### config.mk
export PLATFORM = sky130hd
export DESIGN_NAME = baudrate_frac
export DESIGN_NICKNAME = d
export VERILOG_FILES = /design/src/rtl/baud_pkg.sv /design/src/rtl/baud_phase_decode.sv /design/src/rtl/baudrate_frac.sv
export SDC_FILE = /design/constraint.sdc
export NUM_CORES = 1
export LEC_CHECK = 0
export CORE_UTILIZATION = 40
export DETAILED_ROUTE_END_ITERATION = 16
export DONT_BUFFER_PORTS = 1
export PLACE_DENSITY_LB_ADDON = 0.3
export SETUP_SLACK_MARGIN = 0.1
export SYNTH_ARGS = -nofsm -noshare
export SYNTH_HDL_FRONTEND = slang
export SYNTH_SLANG_ARGS = --single-unit
export TNS_END_PERCENT = 100
### constraint.sdc
create_clock -name clk_in -period 13.5 [get_ports clk_in]
set_clock_uncertainty 0.2 [all_clocks]
set_input_delay 0 -clock clk_in [delete_from_list [all_inputs] [get_ports clk_in]]
set_output_delay 0 -clock clk_in [all_outputs]
set_load 0.01 [all_outputs]
### src/rtl/baud_pkg.sv
// Shared baud-rate definitions: minimum divisor, 12 MHz divisor table and a
// helper that splits clk/baud into integer and fractional divisor parts.
package baud_pkg;

    // Smallest usable divisor; keeps P/4 >= 1 so every phase output exists.
    localparam int DIV_MIN = 4;

    // Fractional width the helper function produces.
    localparam int BAUD_FRAC_W = 4;

    // Integer divisors for a 12 MHz system clock.
    localparam int DIV_12M_600K  = 20;
    localparam int DIV_12M_300K  = 40;
    localparam int DIV_12M_150K  = 80;
    localparam int DIV_12M_115K2 = 104;
    localparam int DIV_12M_57K6  = 208;
    localparam int DIV_12M_38K4  = 313;
    localparam int DIV_12M_19K2  = 625;
    localparam int DIV_12M_9K6   = 1250;
    localparam int DIV_12M_4K8   = 2500;
    localparam int DIV_12M_2K4   = 5000;
    localparam int DIV_12M_1K2   = 10000;
    localparam int DIV_12M_1K    = 12000;
    localparam int DIV_12M_600   = 20000;
    localparam int DIV_12M_300   = 40000;
    localparam int DIV_12M_50    = 240000;
    localparam int DIV_12M_5     = 2400000;

    // Integer and fractional divisor pair.
    typedef struct packed {
        logic [31:0]            div_int;
        logic [BAUD_FRAC_W-1:0] div_frac;
    } baud_div_t;

    // Split clk_hz/baud into integer part and truncated fraction in 1/2^BAUD_FRAC_W units.
    function automatic baud_div_t baud_div(input longint unsigned clk_hz,
                                           input longint unsigned baud);
        baud_div_t       res;
        longint unsigned rem;
        res.div_int  = 32'd0;
        res.div_frac = {BAUD_FRAC_W{1'b0}};
        rem          = 64'd0;
        if (baud == 64'd0) begin
            res.div_int  = 32'd0;
            res.div_frac = {BAUD_FRAC_W{1'b0}};
        end else begin
            res.div_int  = 32'(clk_hz / baud);
            rem          = clk_hz % baud;
            res.div_frac = BAUD_FRAC_W'((rem << BAUD_FRAC_W) / baud);
        end
        return res;
    endfunction

endpackage

### src/rtl/baud_phase_decode.sv
// Decodes the period counter into the period tick, midpoint strobe and the
// half/quarter phase levels. Purely combinational; all outputs are 0 when
// the generator is disabled.
module baud_phase_decode import baud_pkg::*; #(
    parameter int DIV_W = 24
) (
    input  logic [DIV_W-1:0] cnt,
    input  logic [DIV_W:0]   period,
    input  logic             enable,
    output logic             clk_out,
    output logic             mid_strobe,
    output logic             half_clk_out,
    output logic             quarter_clk_out
);

    // Compare in DIV_W+1 bits: period can reach 2^DIV_W when the dither adds a clock.
    logic [DIV_W:0] cnt_x_s;
    logic [DIV_W:0] half_s;
    logic [DIV_W:0] quarter_s;
    logic [DIV_W:0] three_q_s;
    logic [DIV_W:0] last_s;

    assign cnt_x_s   = {1'b0, cnt};
    assign half_s    = period >> 1;
    assign quarter_s = period >> 2;
    assign three_q_s = half_s + quarter_s;
    assign last_s    = period - {{DIV_W{1'b0}}, 1'b1};

    // Phase decode from counter position within the current period.
    always_comb begin
        clk_out         = 1'b0;
        mid_strobe      = 1'b0;
        half_clk_out    = 1'b0;
        quarter_clk_out = 1'b0;
        if (enable) begin
            clk_out         = (cnt_x_s == last_s);
            mid_strobe      = (cnt_x_s == half_s);
            half_clk_out    = (cnt_x_s >= half_s);
            quarter_clk_out = ((cnt_x_s >= quarter_s) && (cnt_x_s < half_s)) ||
                              (cnt_x_s >= three_q_s);
        end else begin
            clk_out         = 1'b0;
            mid_strobe      = 1'b0;
            half_clk_out    = 1'b0;
            quarter_clk_out = 1'b0;
        end
    end

endmodule

### src/rtl/baudrate_frac.sv
// Runtime-programmable fractional baud generator. The average period is
// div + frac/2^FRAC_W clocks, realised by stretching individual periods by
// one clock whenever the phase accumulator carries. New divisors arrive via
// a load/ack handshake and only take effect at a period boundary (or
// immediately while disabled), so a running period is never cut short.
module baudrate_frac import baud_pkg::*; #(
    parameter int DIV_W        = 24,
    parameter int FRAC_W       = 4,
    parameter int DEFAULT_DIV  = 80,
    parameter int DEFAULT_FRAC = 0
) (
    input  logic              clk_in,
    input  logic              reset,
    input  logic              enable,
    input  logic [DIV_W-1:0]  div_in,
    input  logic [FRAC_W-1:0] frac_in,
    input  logic              load,
    output logic              load_ack,
    output logic              clk_out,
    output logic              half_clk_out,
    output logic              quarter_clk_out,
    output logic              mid_strobe
);

    logic [DIV_W-1:0]  cnt_r;
    logic [FRAC_W-1:0] acc_r;
    logic [DIV_W-1:0]  div_r;
    logic [FRAC_W-1:0] frac_r;
    logic [DIV_W-1:0]  pend_div_r;
    logic [FRAC_W-1:0] pend_frac_r;
    logic              pend_r;
    logic              ext_r;

    logic [DIV_W-1:0]  div_eff_s;
    logic [DIV_W:0]    period_s;
    logic [FRAC_W:0]   acc_sum_s;
    logic              boundary_s;
    logic              apply_s;

    // Clamp the active divisor so every quarter phase is at least one clock.
    always_comb begin
        div_eff_s = div_r;
        if (div_r < DIV_W'(DIV_MIN)) begin
            div_eff_s = DIV_W'(DIV_MIN);
        end else begin
            div_eff_s = div_r;
        end
    end

    assign period_s  = {1'b0, div_eff_s} + {{DIV_W{1'b0}}, ext_r};
    assign acc_sum_s = {1'b0, acc_r} + {1'b0, frac_r};

    // Pending values go live on a boundary, or at once while disabled; never during reset.
    assign apply_s  = pend_r & ~reset & (boundary_s | ~enable);
    assign load_ack = apply_s;
    assign clk_out  = boundary_s;

    baud_phase_decode #(
        .DIV_W (DIV_W)
    ) u_decode (
        .cnt             (cnt_r),
        .period          (period_s),
        .enable          (enable),
        .clk_out         (boundary_s),
        .mid_strobe      (mid_strobe),
        .half_clk_out    (half_clk_out),
        .quarter_clk_out (quarter_clk_out)
    );

    // Period counter, dither accumulator and active divisor registers.
    always_ff @(posedge clk_in) begin
        if (reset) begin
            cnt_r  <= {DIV_W{1'b0}};
            acc_r  <= {FRAC_W{1'b0}};
            ext_r  <= 1'b0;
            div_r  <= DIV_W'(DEFAULT_DIV);
            frac_r <= FRAC_W'(DEFAULT_FRAC);
        end else begin
            if (!enable) begin
                cnt_r <= {DIV_W{1'b0}};
                acc_r <= {FRAC_W{1'b0}};
                ext_r <= 1'b0;
            end else if (boundary_s) begin
                cnt_r <= {DIV_W{1'b0}};
                acc_r <= acc_sum_s[FRAC_W-1:0];
                ext_r <= acc_sum_s[FRAC_W];
            end else begin
                cnt_r <= cnt_r + {{(DIV_W-1){1'b0}}, 1'b1};
            end
            // A fresh divisor restarts the dither sequence from zero phase.
            if (apply_s) begin
                div_r  <= pend_div_r;
                frac_r <= pend_frac_r;
                acc_r  <= {FRAC_W{1'b0}};
                ext_r  <= 1'b0;
            end else begin
                div_r  <= div_r;
                frac_r <= frac_r;
            end
        end
    end

    // Single-entry pending slot: a newer load simply overwrites an unapplied one.
    always_ff @(posedge clk_in) begin
        if (reset) begin
            pend_div_r  <= {DIV_W{1'b0}};
            pend_frac_r <= {FRAC_W{1'b0}};
            pend_r      <= 1'b0;
        end else if (load) begin
            pend_div_r  <= div_in;
            pend_frac_r <= frac_in;
            pend_r      <= 1'b1;
        end else if (apply_s) begin
            pend_r      <= 1'b0;
        end else begin
            pend_r      <= pend_r;
        end
    end

endmodule

* Word-level counts from Yosys, hierarchy flattened
Index checks and enable logic that the tools add are counted.
W data, S select, Z words.
** Word-level totals
- Flip-flop bits (word level) :: 86
- Logic and storage cells :: 37
- Output and inout port bits :: 5
** Cells by class
- Reduce and logical (&&, ||, !) cells :: 5
- Bitwise operators :: 5
- Mux-type cells :: 7
- Equality and inequality tests :: 2
- $lt $le $gt $ge :: 5
- Add/sub/neg operators :: 5
** Operators by type and width (count)
- $add A24 B1 Y25 :: 1
- $add A24 B23 Y25 :: 1
- $eq A24 B25 Y1 :: 1
- $ge A24 B25 Y1 :: 1
- $sub A25 B1 Y25 const B :: 1
- $add A24 B1 Y24 const B :: 1
- $eq A24 B24 Y1 :: 1
- $ge A24 B23 Y1 :: 1
- $ge A24 B24 Y1 :: 1
- $lt A24 B24 Y1 :: 1
- $lt A24 B3 Y1 const B :: 1
- $mux W24 :: 1
- $mux W1 :: 6
- $reduce_or A3 Y1 :: 2
- $add A4 B4 Y5 :: 1
- $and A1 B1 Y1 :: 2
- $not A1 Y1 :: 2
- $reduce_bool A2 Y1 :: 1
- $logic_and A1 B1 Y1 :: 1
- $logic_or A1 B1 Y1 :: 1
- $or A1 B1 Y1 :: 1

* Depth between registers and ports, before layout
- Word-level depth :: 10
- Gate-level depth with buffers :: 32
- Mapped depth without buffers :: 30

* Hierarchy
A second synthesis with hierarchy kept.
** Second synthesis, totals
- Cell total of the unflattened synthesis :: 860
- Area total of the unflattened synthesis :: 7440.9 um^2
** Modules (own cells, without submodules)
- baud_phase_decode :: cells each 470, sequential area each 0.0 um^2, area an instance 3728.6 um^2, times used 1
- baudrate_frac :: cells each 390, sequential area each 1721.7 um^2, area an instance 3712.3 um^2, times used 1

* Worst setup path after synthesis
Ideal clock, no wire load.
- Kind :: flip-flop to output port
- Start :: reg div_r[5]
- End :: out quarter_clk_out
- Data required time :: 13.300 ns
- Setup slack :: 7.429 ns
- Stages on the path, launching flop included :: 31
- Path buffers :: 2
- Data arrival time :: 5.871 ns
- Path through :: dfxtp_1 buf_2 nor4_1 nand4_1 nor2_1 nor2b_1 ha_1 ha_1 nand3_1 xor2_1 inv_1 clkbuf_1 ha_1 a21o_1 a31oi_1 a2111oi_0 nor2_1 maj3_1 nand2_1 nand2_1 a221oi_1 xnor2_1 ha_1 nand4_1 nor2_1 a21oi_1 a21oi_1 o21a_1 o21ai_0 a221o_1 o31ai_1
** On the way
- Longest elaborated chain between the ends :: 7
- Elaborated cells on any way between the ends :: 10
- Those cells by class :: 2 x add/sub; 4 x order compare; 2 x mux; 2 x reduce/logical
** RTL lines
- start: declaration :: RTL line baudrate_frac.sv:27 : logic [DIV_W-1:0] div_r;
- start signal: assignment :: RTL line baudrate_frac.sv:76 : div_r <= DIV_W'(DEFAULT_DIV);
- start signal: assignment :: RTL line baudrate_frac.sv:92 : div_r <= pend_div_r;
- start signal: assignment :: RTL line baudrate_frac.sv:97 : div_r <= div_r;
- $lt A24 B3 Y1 :: RTL line baudrate_frac.sv:43 : if (div_r < DIV_W'(DIV_MIN)) begin
- $mux W24 * :: RTL line baudrate_frac.sv:43
- $add A24 B1 Y25 * :: RTL line baudrate_frac.sv:50 : assign period_s = {1'b0, div_eff_s} + {{DIV_W{1'b0}}, ext_r};
- $add A24 B23 Y25 (tied with other cells) :: RTL line baud_phase_decode.sv:26 : assign three_q_s = half_s + quarter_s;
- $ge A24 B25 Y1 or $logic_and A1 B1 Y1 (tied branches) :: RTL line baud_phase_decode.sv:40, baud_phase_decode.sv:39
- $logic_or A1 B1 Y1 * :: RTL line baud_phase_decode.sv:39 : quarter_clk_out = ((cnt_x_s >= quarter_s) && (cnt_x_s < half_s)) ||
- $mux W1 * :: RTL line baud_phase_decode.sv:35 : if (enable) begin
- end: declaration :: RTL line baudrate_frac.sv:21 : output logic quarter_clk_out,
Mark *: on every way between the ends. The rest lies on a longest branch, timed or not.

* Worst setup path in the final report
- Start :: reg div_r[19]
- End :: out quarter_clk_out
The elaborated chain is that of the path after synthesis.

==> key figures <==
Die
  – Initial standard-cell utilization of the core: 40.9%
  – Vertical extent of the die: 143 um
  – Top-level I/O count: 37
  – Site Rows: 51
  – DIE AREA: 20500 um2
  – Die width: 143 um
  – Core Box Area: 19500 um2

Setup path
  – Cell repeated most along the worst path: sky130_fd_sc_hd__ha_1
  – Crit-path max FO: 14
  – Slowest Stage Delay on Critical Path: 0.54 ns
  – Arrival time at the worst endpoint: 7.39 ns
  – Type of origin of the critical path: register
  – Family of cells with the greatest summed delay on the critical path: compound AO/OA/AOI/OAI gates
  – Element type at the critical path end: output pin
  – Slowest cell on the critical path: sky130_fd_sc_hd__xor2_1
  – Combined buffer and inverter count along the critical path: 1
  – Start-to-end type of the worst setup path: register to output pin
  – Required time reported for the critical path endpoint: 13.30 ns

Final layout
  – Share of cells above drive strength 1: 5.23%
  – NumNets Final: 1115
  – Top library cells by usage in the layout, fill and taps aside: 125 x sky130_fd_sc_hd__nor2_1, 86 x sky130_fd_sc_hd__dfxtp_1, 82 x sky130_fd_sc_hd__xnor2_1
  – Count of antenna diodes in the layout: 0
  – Area growth syn-to-layout: 13.1%
  – Most frequent standard cell in the layout excluding fill and tap cells: sky130_fd_sc_hd__nor2_1

Run
  – Maximum capacitance violations: 0

Route
  – Average vias per placed instance: 5.53
  – Average routed wire per standard cell: 16.5 um
  – Post-detailed-route DRC marker count: 0
  – Final Routed Wirelength: 21.1 mm
  – ANT nets after route: 0
  – First DRT Iteration DRCs: 380
  – Vias: 7061
  – DRT Pass-1 Iters: 5

Timing
  – RSZ-0062 raised after global routing: no
  – Setup_tns: 0 ns
  – Endpoints failing hold: 0
  – Max Clock Freq: 132 MHz
  – Actual transition at the worst max-transition pin: 0.948 ns
  – Max-slew violation count: 0
  – Number of endpoints failing setup at the final stage: 0
  – Hold WS: 0.102 ns
  – Post-route clock period utilization: 56.2%
  – Shortest period the worst path allows: 7.59 ns
  – Remaining max-slew budget at the tightest pin: 36.6%

Pwr
  – Leakage Power: 3.85 nW
  – Maximum vdd ir drop: 0.0788 mV
  – Cell Pwr Density: 67.2 nW/um2

Synth
  – Yosys reg bits: 86
  – YS warnings: 0
  – Number of library cell types mapped by synthesis: 81
  – Synthesized area: 7990 um2
  – Most common flop cell mapped by yosys: sky130_fd_sc_hd__dfxtp_1
  – Mean area per synthesized cell: 8.08 um2
  – Proportion of synthesized chip area in sequential cells: 21.6%
  – Number of flops mapped to enable cells by yosys: 0
  – Syn Nets: 1095
  – Share of async-settable or async-resettable flops after synthesis: 0%
  – Cells after synthesis: 988

Placed design
  – Final Wtd Congestion: 0.898
  – Port buffer count: 0
  – HPWL Detailed: 15.1 mm

GRT
  – Global-route wire length before repair: 34.5 mm
  – Initial antenna violation count: 0
  – Total overflow reported by the global router: 0
  – Vias in the first global route: 6546
  – Maximum number of pins on one net before global-route repair: 62
  – Total routing usage reported by global routing: 21.5%

Clocking
  – Clock net sink count: 86
  – Clock latency of the later-clocked register in the worst-skew pair: 0.36 ns
  – Number of buffers on the longest clock path: 2
  – Root cell of the clock tree: sky130_fd_sc_hd__clkbuf_16
  – Count of buffers added by post-CTS timing repair for setup: 0
  – Clock transition at the register clock pins on the worst setup and hold paths after CTS: 0.08 ns
  – Clock tree from TritonCTS: built
  – H-tree level count: 3
  – Number of CTS-inserted buffers: 9

Run status
  – Status: finished, final reports clean

Hold path
  – Hold crit path type: input port to output pin
==> final timing paths <==
check / from / endpoint / slack (ns) / cells past startpoint
setup / recovery: div_r[19] / quarter_clk_out / 5.91 / 29
hold / removal: enable / quarter_clk_out / 0.10 / 3
setup reg to reg: div_r[19] / div_r[17] / 6.95 / 20
hold reg to reg: acc_r[1] / acc_r[1] / 0.29 / 2
==> Yosys cell counts (20+ instances only) <==
cell type,count,share of area (%)
sky130_fd_sc_hd__a21oi_1,42,2.6
sky130_fd_sc_hd__clkbuf_1,41,1.9
sky130_fd_sc_hd__dfxtp_1,86,22
sky130_fd_sc_hd__ha_1,73,11
sky130_fd_sc_hd__inv_1,35,1.6
sky130_fd_sc_hd__mux2i_1,61,7.6
sky130_fd_sc_hd__nand2_1,50,2.3
sky130_fd_sc_hd__nand3_1,35,2.2
sky130_fd_sc_hd__nor2_1,125,5.9
sky130_fd_sc_hd__nor3_1,23,1.4
sky130_fd_sc_hd__nor4_1,20,1.6
sky130_fd_sc_hd__o21ai_0,34,2.1
sky130_fd_sc_hd__xnor2_1,82,9.0
sky130_fd_sc_hd__xor2_1,30,3.3
==> metrics by stage <==
step | utilization [%] | power (mW) | cell area (um2) | cells | setup slack, ns
2_1_floorplan | - | 0.332 | 7990 | 988 | 7.43
3_3_place_gp | 41.5 | 0.342 | 8110 | 1200 | 6.46
3_5_place_dp | 41.5 | 0.342 | 8110 | 1200 | 6.30
4_1_cts | 46.3 | 0.610 | 9040 | 1278 | 5.90
5_1_grt | 46.3 | 0.631 | 9040 | 1278 | 5.20
6_report | 46.3 | 0.607 | 9040 | 1278 | 5.91
==> per-layer routing <==
layer | part of all wire (%) | GRT usage (%)
met1 | 48 | 29.1
met2 | 47 | 36.5
met3 | 4.0 | 2.30
met4 | 1.1 | 5.43
met5 | 0 | 0
==> logic make-up (layout without fill, tap and decap cells) <==
logic type,after synthesis,in the layout,synth area share [%]
buffers and inverters,100,125,5.22
AO/OA/AOI/OAI,182,182,15.3
adder cells (fa/ha/maj),82,82,12.8
multiplexers,64,64,8.12
AND/OR/NAND/NOR,353,353,22.4
flip-flops,86,86,21.6
XOR/XNOR,121,121,14.7
==> flip-flops by register name, summed over array words and instances (netlist names) <==
signal	count
pend_div_r	24
pend_r	1
acc_r	4
div_r	24
frac_r	4
pend_frac_r	4
ext_r	1
cnt_r	24
==> final cells by class <==
cell class                      instances  area (um2)
Tap cell                              265         332
Clock buffer                            9         225
Clock inverter                          7        55.1
Sequential cell                        86        1720
Inverter                               39         146
Fill cell                            1937       10500
Multi-Input combinational cell        802        5850
Timing Repair Buffer                   70         708
==> timing repair <==
action	in CTS	in global routing
setup endpoints to repair	0	0
resized for setup	0	0
endpoints found under the hold margin	65	0
hold buffers	62	0
==> where the power goes <==
part,switching [mW],total (mW),internal [mW]
clock,0.118,0.245,0.127
combinational,0.0469,0.0930,0.0461
sequential,0.00819,0.269,0.261
total,0.173,0.607,0.434
==> worst reg2reg max path, delay by kind of cell (launching register included) <==
family	cells	cell delay [ns]
DFF	1	0.37
and+or+nand+nor	11	2.98
buffers and inverters	2	1.00
AOI/OAI and AO/OA	2	0.41
adders and majority gates	2	0.45
xor gates and xnor gates	2	0.77
muxes	1	0.25
(Power assumes the default switching activity.)
